`src/rtl/ps2_pkg.sv`:
```
// Shared scan-code constants, decoder state type and default key table for the PS/2 receiver.
`timescale 1ns/1ps
package ps2_pkg;

    localparam logic [7:0] PS2_EXT   = 8'hE0;
    localparam logic [7:0] PS2_BRK   = 8'hF0;
    localparam logic [7:0] PS2_PAUSE = 8'hE1;
    localparam logic [7:0] PS2_BAT   = 8'hAA;
    localparam logic [7:0] PS2_ACK   = 8'hFA;

    localparam int unsigned KEY_ENTRY_W = 9;

    // One key-table entry: extended-prefix flag plus set-2 code.
    typedef struct packed {
        logic       ext;
        logic [7:0] code;
    } key_entry_t;

    typedef enum logic [1:0] {
        IDLE    = 2'd0,
        EXT     = 2'd1,
        BRK     = 2'd2,
        EXT_BRK = 2'd3
    } dec_state_e;

    // Entry 0 sits in the LSBs: W, A, S, D, Up, Left, Down, Right.
    localparam logic [8*KEY_ENTRY_W-1:0] PS2_DEFAULT_KEYS = {
        9'h174, 9'h172, 9'h16B, 9'h175,
        9'h023, 9'h01B, 9'h01C, 9'h01D
    };

    // Bytes that abandon any prefix sequence without touching key state.
    function automatic logic is_flush_code(input logic [7:0] b);
        return (b == PS2_PAUSE) || (b == PS2_BAT) || (b == PS2_ACK);
    endfunction

endpackage

```
`src/rtl/ps2_frame_rx.sv`:
```
// PS/2 frame deserialiser: pin synchronisers, falling-edge detect, 11-bit frame checks and mid-frame timeout.
`timescale 1ns/1ps
module ps2_frame_rx #(
    parameter int unsigned TIMEOUT = 50000
) (
    input  logic       clk,
    input  logic       clrn,
    input  logic       ps2_clk,
    input  logic       ps2_data,
    output logic       byte_valid,
    output logic [7:0] byte_data,
    output logic       frame_err
);

    localparam int unsigned TMO_W    = $clog2(TIMEOUT + 1);
    localparam logic [3:0]  STOP_IDX = 4'd10;

    logic [2:0]       clk_sync_q;
    logic [1:0]       dat_sync_q;
    logic [3:0]       bit_cnt_q, bit_cnt_d;
    logic [9:0]       shift_q, shift_d;
    logic [TMO_W-1:0] tmo_cnt_q, tmo_cnt_d;
    logic             frame_err_q, frame_err_d;
    logic             sample;
    logic             rx_bit;
    logic             stop_hit;
    logic             frame_ok;
    logic             timeout_hit;

    // Synchronise the asynchronous pins; idle-high reset avoids a false edge after reset.
    always_ff @(posedge clk or negedge clrn) begin
        if (!clrn) begin
            clk_sync_q <= 3'b111;
            dat_sync_q <= 2'b11;
        end else begin
            clk_sync_q <= {clk_sync_q[1:0], ps2_clk};
            dat_sync_q <= {dat_sync_q[0], ps2_data};
        end
    end

    assign sample      = clk_sync_q[2] & ~clk_sync_q[1];
    assign rx_bit      = dat_sync_q[1];
    assign stop_hit    = sample && (bit_cnt_q == STOP_IDX);
    // shift_q holds start at [0], data at [8:1], parity at [9]; the stop bit is the live sample.
    assign frame_ok    = !shift_q[0] && (^shift_q[9:1]) && rx_bit;
    assign timeout_hit = !sample && (bit_cnt_q != 4'd0) && (tmo_cnt_q == TMO_W'(TIMEOUT));

    // Accepted byte is presented in the stop-bit sample cycle so the top commits it on the same edge.
    assign byte_valid = stop_hit && frame_ok;
    assign byte_data  = shift_q[8:1];
    assign frame_err  = frame_err_q;

    // Bit counting, shifting, frame checking and idle timeout.
    always_comb begin
        bit_cnt_d   = bit_cnt_q;
        shift_d     = shift_q;
        tmo_cnt_d   = tmo_cnt_q;
        frame_err_d = 1'b0;
        if (sample) begin
            tmo_cnt_d = '0;
            if (stop_hit) begin
                bit_cnt_d   = '0;
                frame_err_d = !frame_ok;
            end else begin
                shift_d   = {rx_bit, shift_q[9:1]};
                bit_cnt_d = bit_cnt_q + 4'd1;
            end
        end else if (bit_cnt_q == 4'd0) begin
            tmo_cnt_d = '0;
        end else if (timeout_hit) begin
            bit_cnt_d   = '0;
            tmo_cnt_d   = '0;
            frame_err_d = 1'b1;
        end else begin
            tmo_cnt_d = tmo_cnt_q + TMO_W'(1);
        end
    end

    // Deserialiser state registers.
    always_ff @(posedge clk or negedge clrn) begin
        if (!clrn) begin
            bit_cnt_q   <= '0;
            shift_q     <= '0;
            tmo_cnt_q   <= '0;
            frame_err_q <= 1'b0;
        end else begin
            bit_cnt_q   <= bit_cnt_d;
            shift_q     <= shift_d;
            tmo_cnt_q   <= tmo_cnt_d;
            frame_err_q <= frame_err_d;
        end
    end

endmodule

```
`src/rtl/ps2_keyboard_rx.sv`:
```
// PS/2 keyboard receiver: byte FIFO with pop handshake plus set-2 make/break decoder driving a held-key bitmap.
`timescale 1ns/1ps
module ps2_keyboard_rx
    import ps2_pkg::*;
#(
    parameter int unsigned                  FIFO_AW   = 3,
    parameter int unsigned                  NUM_KEYS  = 8,
    parameter logic [NUM_KEYS*9-1:0]        KEY_TABLE = PS2_DEFAULT_KEYS,
    parameter int unsigned                  TIMEOUT   = 50000
) (
    input  logic                clk,
    input  logic                clrn,
    input  logic                ps2_clk,
    input  logic                ps2_data,
    input  logic                rdn,
    output logic [7:0]          data,
    output logic                ready,
    output logic                overflow,
    output logic [FIFO_AW:0]    level,
    output logic                frame_err,
    output logic [NUM_KEYS-1:0] key_down
);

    localparam int unsigned DEPTH = 1 << FIFO_AW;
    localparam int unsigned CNT_W = FIFO_AW + 1;

    logic             rx_valid;
    logic [7:0]       rx_byte;

    logic [7:0]         mem_q [DEPTH];
    logic [FIFO_AW-1:0] wr_ptr_q, wr_ptr_d;
    logic [FIFO_AW-1:0] rd_ptr_q, rd_ptr_d;
    logic [CNT_W-1:0]   count_q, count_d;
    logic               ready_q, ready_d;
    logic               overflow_q, overflow_d;
    logic               push, pop, full, drop;

    dec_state_e          state_q, state_d;
    logic [NUM_KEYS-1:0] key_q, key_d;
    logic                key_evt;
    logic                key_make;
    key_entry_t          rx_key;

    ps2_frame_rx #(
        .TIMEOUT (TIMEOUT)
    ) u_frame_rx (
        .clk        (clk),
        .clrn       (clrn),
        .ps2_clk    (ps2_clk),
        .ps2_data   (ps2_data),
        .byte_valid (rx_valid),
        .byte_data  (rx_byte),
        .frame_err  (frame_err)
    );

    // FIFO control: a pop frees the slot an accepted byte needs when full.
    always_comb begin
        pop        = !rdn && ready_q;
        full       = (count_q == CNT_W'(DEPTH));
        push       = rx_valid && (!full || pop);
        drop       = rx_valid && full && !pop;
        wr_ptr_d   = push ? wr_ptr_q + FIFO_AW'(1) : wr_ptr_q;
        rd_ptr_d   = pop  ? rd_ptr_q + FIFO_AW'(1) : rd_ptr_q;
        count_d    = count_q;
        if (push && !pop) begin
            count_d = count_q + CNT_W'(1);
        end else if (!push && pop) begin
            count_d = count_q - CNT_W'(1);
        end
        ready_d    = (count_d != '0);
        overflow_d = pop ? 1'b0 : (drop ? 1'b1 : overflow_q);
    end

    // FIFO pointers, occupancy and status.
    always_ff @(posedge clk or negedge clrn) begin
        if (!clrn) begin
            wr_ptr_q   <= '0;
            rd_ptr_q   <= '0;
            count_q    <= '0;
            ready_q    <= 1'b0;
            overflow_q <= 1'b0;
        end else begin
            wr_ptr_q   <= wr_ptr_d;
            rd_ptr_q   <= rd_ptr_d;
            count_q    <= count_d;
            ready_q    <= ready_d;
            overflow_q <= overflow_d;
        end
    end

    // FIFO storage; contents intentionally survive reset.
    always_ff @(posedge clk) begin
        if (push) begin
            mem_q[wr_ptr_q] <= rx_byte;
        end
    end

    // Decoder next state: classify each accepted byte as prefix, make or break.
    always_comb begin
        state_d     = state_q;
        key_evt     = 1'b0;
        key_make    = 1'b0;
        rx_key.ext  = 1'b0;
        rx_key.code = rx_byte;
        if (rx_valid) begin
            if (is_flush_code(rx_byte)) begin
                state_d = IDLE;
            end else begin
                case (state_q)
                    IDLE: begin
                        if (rx_byte == PS2_EXT) begin
                            state_d = EXT;
                        end else if (rx_byte == PS2_BRK) begin
                            state_d = BRK;
                        end else begin
                            key_evt  = 1'b1;
                            key_make = 1'b1;
                        end
                    end
                    EXT: begin
                        if (rx_byte == PS2_BRK) begin
                            state_d = EXT_BRK;
                        end else begin
                            key_evt    = 1'b1;
                            key_make   = 1'b1;
                            rx_key.ext = 1'b1;
                            state_d    = IDLE;
                        end
                    end
                    BRK: begin
                        key_evt = 1'b1;
                        state_d = IDLE;
                    end
                    EXT_BRK: begin
                        key_evt    = 1'b1;
                        rx_key.ext = 1'b1;
                        state_d    = IDLE;
                    end
                    default: state_d = IDLE;
                endcase
            end
        end
    end

    // Key table lookup: every matching entry follows the make/break event.
    always_comb begin
        key_d = key_q;
        for (int unsigned i = 0; i < NUM_KEYS; i++) begin
            if (key_evt && (key_entry_t'(KEY_TABLE[9*i +: 9]) == rx_key)) begin
                key_d[i] = key_make;
            end
        end
    end

    // Decoder state and held-key bitmap registers.
    always_ff @(posedge clk or negedge clrn) begin
        if (!clrn) begin
            state_q <= IDLE;
            key_q   <= '0;
        end else begin
            state_q <= state_d;
            key_q   <= key_d;
        end
    end

    assign data     = mem_q[rd_ptr_q];
    assign ready    = ready_q;
    assign overflow = overflow_q;
    assign level    = count_q;
    assign key_down = key_q;

endmodule

```
`config.mk`:
```
export PLATFORM = sky130hd
export DESIGN_NAME = ps2_keyboard_rx
export DESIGN_NICKNAME = d
export VERILOG_FILES = /design/src/rtl/ps2_pkg.sv /design/src/rtl/ps2_frame_rx.sv /design/src/rtl/ps2_keyboard_rx.sv
export SDC_FILE = /design/constraint.sdc
export NUM_CORES = 1
export LEC_CHECK = 0
export ABC_AREA = 1
export BUFFER_PORTS_ARGS = -buffer_cell sky130_fd_sc_hd__buf_2
export CAP_MARGIN = 20
export CORE_MARGIN = 4
export CORE_UTILIZATION = 55
export DETAILED_ROUTE_END_ITERATION = 8
export GPL_TIMING_DRIVEN = 0
export HOLD_SLACK_MARGIN = 0.15
export PLACE_DENSITY_LB_ADDON = 0.1
export SETUP_SLACK_MARGIN = 0.3
export SYNTH_ARGS = -nofsm -noshare
export SYNTH_HDL_FRONTEND = slang
export SYNTH_SLANG_ARGS = --single-unit
```
`constraint.sdc`:
```
create_clock -name clk -period 2.9 [get_ports clk]
set_input_delay 0.58 -clock clk [delete_from_list [all_inputs] [get_ports clk]]
set_output_delay 0.58 -clock clk [all_outputs]
set_load 0.03 [all_outputs]
```
==> impl_results.md, run 1 <==
* Status: completed
* Detail-routed via count per cell at 5.34
* Flops & latches, synth at 122
* Post-route clock period utilization at 87.7%
* Die ar. at between 10000 and 15000 sq um
* Antenna fix cells at 0
* # setup viols final at 0
* WHS at 0.354 ns
* Crit path largest cell delay at 0.40 ns
* Most common cell after layout, fill and taps aside: nand2_1
* Worst rel slew slack at 59.7%
* Drt first pass iters at 5
* CTS tree: built
* Wire length after detailed routing at 12.7 mm
* Drt initial violations at 239
* First-pass GRT wire length at 20.7 mm
* NumNets Final at 682
* Clk_lat worst skew at 0.52 ns
* Synth Cell Area at 5720 sq um
* # clock sinks at 122
* Max-cap check violation count at 0
* Crit path max fanout at 6
* Synth Warn # at 0
* RSZ-0062 raised after global routing: yes
* Io pins at 28
* Row count at 36
* H-tree depth at 4
* Die Wd at 110 um
* # port buffers at 27
* Crit path launch type: flip-flop
* Clock Tree Root: clkbuf_8
* Routed Antenna Nets at 0
* CP Buf/Inv Count at 4
* Synth area leader: edfxtp_1
* Final slew viol count at 0
* Vias in the first global route at 4228
* Fin. Hold Viols at 0
* CP endpoint kind: primary output
* GPL Wtd Cong at around 0.89
* Crit path required time at ~2.3 ns
* Avg Cell Area, Syn at 9.96 sq um
* Top cells by area, synth: edfxtp_1, dfrtp_1, nand2_1, nor2_1, ha_1
* CP delay by family, top: buffers and inverters
* Post-layout util at a little under three quarters
* Layout cells sized above 1 at between 20% and 30%
* Via Count at 4260
* Area share of fa/ha/maj cells after synthesis at roughly 5.5%
* Total CTS buffers at 17
* CORE AREA at between 9000 and 10000 sq um
* HPWL after DPL at 8.30 mm
* VDD IR-drop max at 406 uV
* WL/cell at 15.9 um
* Compound-gate portion of the synthesized area at 9.45%
* Chip Height at 110 um
* DR DRC count at 0
* Fin crit period at approximately 2.5 ns
* Largest net degree at the start of global routing at 36
* Crit-path most repeated cell: nor2_1
* Placed Instances at 740
* Initial core utilization at 57.4%
* Gr ovfl total at 0
* Pleak at 3.01 nW
* Clock Tree Buf Depth at 2
* Most frequent cells in the layout: nand2_1, nor2_1, edfxtp_1, inv_1, o21ai_0
* Antenna violations before repair at 0
* Yosys cell types at 40
* Worst-path cell chain: buf_8 > inv_8 > clkbuf_8 > nor2_1 > o22ai_2 > nor2_1 > a31oi_1 > buf_4
* Post-synthesis mux area share at 0.175%
* Final setup skew at ~0.0074 ns
* Layout Cells excl Fill at 798
* Crit Path Category: reg -> out
* Main combinational cell family by area after synthesis: simple AND/OR/NAND/NOR gates
* Simple-gate portion of the synthesized area at a little under a fifth
* Clk pin slew, worst setup/hold paths at 0.05 ns
* Hold Crit Class: reg -> reg
* Worst Path Arrival at 1.96 ns
* XOR/XNOR Fraction of Synth Area at 1.53%
* Worst-Margin Slew at 0.604 ns
* CP max-delay cell: dfrtp_1
* Syn Inst Count at 574
* Fmax at 0.393 GHz
* GRT Resource Usage Total at 23.0%
* Power per cell area at 925 nW/um^2
* Synth-to-layout area growth at 23.8%
* Sequential area share after synthesis at 59.1%
* Syn nets at roughly 600
* Area share of the largest cell type after synthesis at 33.6%
layer usage:
layer	vias to the layer above	global-route usage, %	routed length, um
li1	2103	-	-
met1	2048	27.2	5150
met2	90	40.9	6810
met3	19	5.17	496
met4	0	8.10	222
met5	-	0	0
registers in the layout, summed over array words and instances, names as in the netlist, 2 cells and up:
register,cells
u_frame_rx.clk_sync_q,3
u_frame_rx.bit_cnt_q,4
rd_ptr_q,3
state_q,2
level,4
mem_q,64
u_frame_rx.dat_sync_q,2
u_frame_rx.shift_q,10
key_down,8
wr_ptr_q,3
u_frame_rx.tmo_cnt_q,16
per-stage QoR:
stage / setup TNS (ns) / setup slack [ns] / power, mW / area, sq um
final: 0 / 0.356 / 6.55 / 7080
after global routing: 0 / 0.267 / 6.92 / 7080
after CTS: 0 / 0.304 / 6.46 / 6980
after detailed placement: -18.18 / -0.554 / 4.23 / 6080
after global placement: -31.06 / -0.710 / 4.16 / 6030
after floorplan: 0 / 0.130 / 3.64 / 5730
repair_timing:
action | CTS | global route
hold buffers | 3 | 0
cloned | 1 | 0
pin swaps | 5 | 10
buffers inserted | 14 | 8
setup endpoints to repair | 72 | 49
hold endpoints to repair | 25 | 0
gates resized for setup | 58 | 21
Yosys cell counts, drive strengths merged:
cell type   n
inv        63
dfrtp      53
buf         1
o32ai       2
a31oi      12
o211ai      1
o21ai      60
ha         25
nand4       6
edfxtp     64
xnor2       2
clkinv      2
clkbuf     13
nor2       93
a211oi      1
dfstp       5
or2         2
o22ai       8
o31ai       2
nand3      29
nor3       16
nand2      89
a21oi      10
nor4        5
mux2i       1
o221a       1
xor2        8
cells by family (layout without fill, tap and decap cells):
family,count (synthesis),after routing
AND/OR/NAND/NOR,240,240
flip-flops,122,122
AO/OA/AOI/OAI,97,97
buffers and inverters,79,170
adder cells (fa/ha/maj),25,25
XOR/XNOR,10,10
multiplexers,1,1
layout make-up:
cell class	count	area [sq um]
Inverter	65	255
Clock inverter	9	97.6
Sequential cell	122	3390
Fill cell	718	2870
Timing Repair Buffer	59	419
Multi-Input combinational cell	373	2160
Tap cell	133	166
Buffer	14	139
Clock buffer	23	457
where the power goes:
| part | total (mW) | switching (mW) | internal [mW] | leakage, nW |
|---|---|---|---|---|
| Clock | 1.97 | 0.710 | 1.26 | 0.269 |
| Sequential | 2.20 | 0.148 | 2.06 | 1.31 |
| Combinational | 2.38 | 1.51 | 0.872 | 1.43 |
final timing paths:
kind	from	to	slack, ns	depth (start not counted)
setup / recovery	rd_ptr_q[0]	data[2]	0.36	8
hold / removal	u_frame_rx.clk_sync_q[0]	u_frame_rx.clk_sync_q[1]	0.35	0
setup reg to reg	u_frame_rx.shift_q[5]	mem_q[6][3]	0.39	11
hold reg to reg	u_frame_rx.clk_sync_q[0]	u_frame_rx.clk_sync_q[1]	0.35	0
max in group asynchronous	clrn	u_frame_rx.clk_sync_q[0]	1.63	3
min in group asynchronous	clrn	u_frame_rx.tmo_cnt_q[1]	0.60	2
No activity file was read; power rests on OpenSTA's default activity.
==> run 2: changes to the inputs <==
--- a/config.mk
+++ b/config.mk
@@ -8,6 +8,7 @@
 export ABC_AREA = 1
 export BUFFER_PORTS_ARGS = -buffer_cell sky130_fd_sc_hd__buf_2
 export CAP_MARGIN = 20
+export CORE_ASPECT_RATIO = 1.1
 export CORE_MARGIN = 4
 export CORE_UTILIZATION = 55
 export DETAILED_ROUTE_END_ITERATION = 8
==> impl_results.md, run 2 (synthesis results as in run 1) <==
* Status: completed (unchanged)
* Worst rel slew slack at 66.1% (was 59.7%)
* Wire length after detailed routing at 13.3 mm (was 12.7 mm)
* Psw at 2.54 mW (was 2.37 mW)
* Crit path largest cell delay at 0.41 ns (was 0.40 ns)
* Clk_lat worst skew at 0.52 ns (about the same)
* Via Count at 4345 (was 4260)
* VDD IR-drop max at 494 uV (was 406 uV)
* CP max-delay cell: dfrtp_1 (unchanged)
* Hold Crit Class: reg -> reg (unchanged)
* Clock Tree Root: clkbuf_8 (unchanged)
* Pint at 4.41 mW (was 4.18 mW)
* Detail-routed via count per cell at 5.38 (was 5.34)
* RSZ-0062 raised after global routing: yes (unchanged)
* CTS tree: built (unchanged)
* Tot Pwr at 6.95 mW (was 6.55 mW)
* CP Buf/Inv Count at 4 (unchanged)
* GRT Resource Usage Total at 23.1% (was 23.0%)
* Die Wd at 105 um (was 110 um)
* # setup viols final at 0 (unchanged)
* Fin crit period at 2.66 ns (was 2.54 ns)
* Drt initial violations at 330 (was 239)
* CP endpoint kind: primary output (unchanged)
* Clk pwr share at 31.3% (was 30.0%)
* First-pass GRT wire length at 21.4 mm (was 20.7 mm)
* Worst-path cell chain: buf_8 > inv_8 > buf_8 > o21ai_0 > o22ai_1 > nor2_1 > a31oi_1 > buf_4 (was buf_8 > inv_8 > clkbuf_8 > nor2_1 > o22ai_2 > nor2_1 > a31oi_1 > buf_4)
* Crit path max fanout at 6 (unchanged)
* DP Area at 6090 sq um (was 6080 sq um)
* Most frequent cells in the layout: nand2_1, nor2_1, edfxtp_1, inv_1, o21ai_0 (unchanged)
* Comb pwr share at 36.8% (was 36.4%)
* Pleak at 3.07 nW (was 3.01 nW)
* # clock sinks at 122 (unchanged)
* Finished Cell Area at 7220 sq um (was 7080 sq um)
* Total CTS buffers at 17 (unchanged)
* Antenna violations before repair at 0 (unchanged)
* Placed Instances at 746 (was 740)
* Clock Tree Buf Depth at 2 (unchanged)
* Worst Path Arrival at 2.08 ns (was 1.96 ns)
* WL/cell at 16.5 um (was 15.9 um)
* H-tree depth at 4 (unchanged)
* Gr ovfl total at 0 (unchanged)
* Fin. Hold Viols at 0 (unchanged)
* Crit Path Category: reg -> out (unchanged)
* Largest regs: mem_q: 64 flops, u_frame_rx.tmo_cnt_q: 16 flops, u_frame_rx.shift_q: 10 flops (unchanged)
* WHS at 0.355 ns (was 0.354 ns)
* Synth-to-layout area growth at 26.3% (was 23.8%)
* GPL Wtd Cong at 0.827 (was 0.887)
* CP delay by family, top: buffers and inverters (unchanged)
* Die ar. at 12100 sq um (about the same)
* Antenna fix cells at 0 (unchanged)
* Seq pwr share at 31.8% (was 33.6%)
* Max-cap check violation count at 0 (unchanged)
* Io pins at 28 (unchanged)
* Vias in the first global route at 4426 (was 4228)
* Fill cells at 698 (was 718)
* Area occupied by multi-input gates at 2180 sq um (was 2160 sq um)
* Final setup skew at 0.00624 ns (was 0.00738 ns)
* Sw frac at 36.5% (was 36.2%)
* Row count at 38 (was 36)
* Crit-path most repeated cell: buf_8 (was nor2_1)
* NumNets Final at 684 (was 682)
* Post-route clock period utilization at 91.7% (was 87.7%)
* Chip Height at 115 um (was 110 um)
* Drt first pass iters at 6 (was 5)
* CORE AREA at 10000 sq um (was 9950 sq um)
* Most common cell after layout, fill and taps aside: nand2_1 (unchanged)
* Crit path required time at 2.32 ns (about the same)
* HPWL after DPL at 8.21 mm (was 8.30 mm)
* Clk pin slew, worst setup/hold paths at 0.06 ns (was 0.05 ns)
* Layout cells sized above 1 at 23.8% (was 22.1%)
* Routed Antenna Nets at 0 (unchanged)
* Layout Cells excl Fill at 807 (was 798)
* Power per cell area at 962 nW/um^2 (was 925 nW/um^2)
* # port buffers at 27 (unchanged)
* Sequential cell area at 3390 sq um (unchanged)
* Final slew viol count at 0 (unchanged)
* Worst-Margin Slew at 0.508 ns (was 0.604 ns)
* Max reg flops at 64 (unchanged)
* Initial core utilization at 57.0% (was 57.4%)
* DR DRC count at 0 (unchanged)
* Fmax at 0.376 GHz (was 0.393 GHz)
* Reg with most FFs: mem_q (unchanged)
* Largest net degree at the start of global routing at 39 (was 36)
* Crit path launch type: flip-flop (unchanged)
## run 2: cell types whose count changed in the layout (fill, tap and decap cells not counted), moves of 4 or more
| cell | previous run | this run |
|---|---|---|
| clkinv_4 | 1 | 6 |
| nor2_1 | 85 | 81 |
| o21ai_1 | 6 | 12 |
| o21ai_0 | 54 | 47 |
| nor2_2 | 3 | 7 |
| buf_2 | 24 | 20 |
## run 2: final timing paths
path / from / endpoint / slack (ns) / cells after the start
setup reg to reg: u_frame_rx.shift_q[8] / mem_q[4][1] / 0.42 / 13
setup / recovery: rd_ptr_q[0] / data[1] / 0.24 / 8
hold reg to reg: u_frame_rx.dat_sync_q[0] / u_frame_rx.dat_sync_q[1] / 0.36 / 0
max in group asynchronous: clrn / u_frame_rx.dat_sync_q[1] / 1.72 / 3
hold / removal: u_frame_rx.dat_sync_q[0] / u_frame_rx.dat_sync_q[1] / 0.36 / 0
min in group asynchronous: clrn / u_frame_rx.tmo_cnt_q[11] / 0.56 / 2
## run 2: timing repair
item,in CTS,in global routing
gates cloned,1,0
resized for setup,54,44
endpoints found under the hold margin,19,0
hold buffers,3,0
pin swaps,5,13
buffers inserted,16,9
setup endpoints to repair,72,65
## run 2: metrics by stage
stage	setup WS, ns	setup TNS [ns]	utilization, %
after CTS	0.269	0	70.3
after global placement	-0.668	-29.44	60.2
after floorplan	0.130	0	-
after global routing	0.185	0	72.0
after detailed placement	-0.644	-18.37	60.7
final	0.239	0	72.0
## run 2: power by group through the flow
stage	sequential, mW	combinational (mW)	clock [mW]
after detailed placement	2.32	1.92	0
after global placement	2.31	1.86	0
after CTS	2.20	2.33	2.20
after global routing	2.23	2.78	2.31
after floorplan	2.29	1.34	0
final	2.21	2.56	2.18
## run 2: worst register-to-register path, stage by stage (launching register included)
cell     delay, ns
dfrtp_2       0.40
inv_1         0.12
ha_1          0.28
inv_1         0.08
nand3_2       0.08
nand2_1       0.07
nand2_1       0.05
nand2_2       0.08
nand3_4       0.10
nor2_4        0.18
inv_2         0.05
or2_4         0.29
nor3_4        0.24
buf_6         0.17
## run 2: cell type report
class,instances,share of cell area [%]
flip-flops and latches,122,46.9
plain buffers,14,2.01
repair buffers,61,6.31
clock buffers,18,5.79
inverters,65,3.57
well taps,140,2.43
clock inverters,14,2.74
multi-input cells,373,30.2
## run 2: metal layers
| layer | track usage, % | routed length [um] |
|---|---|---|
| met5 | 0 | 0 |
| met4 | 11.0 | 230 |
| met3 | 6.06 | 681 |
| met2 | 39.7 | 7080 |
| met1 | 27.1 | 5340 |
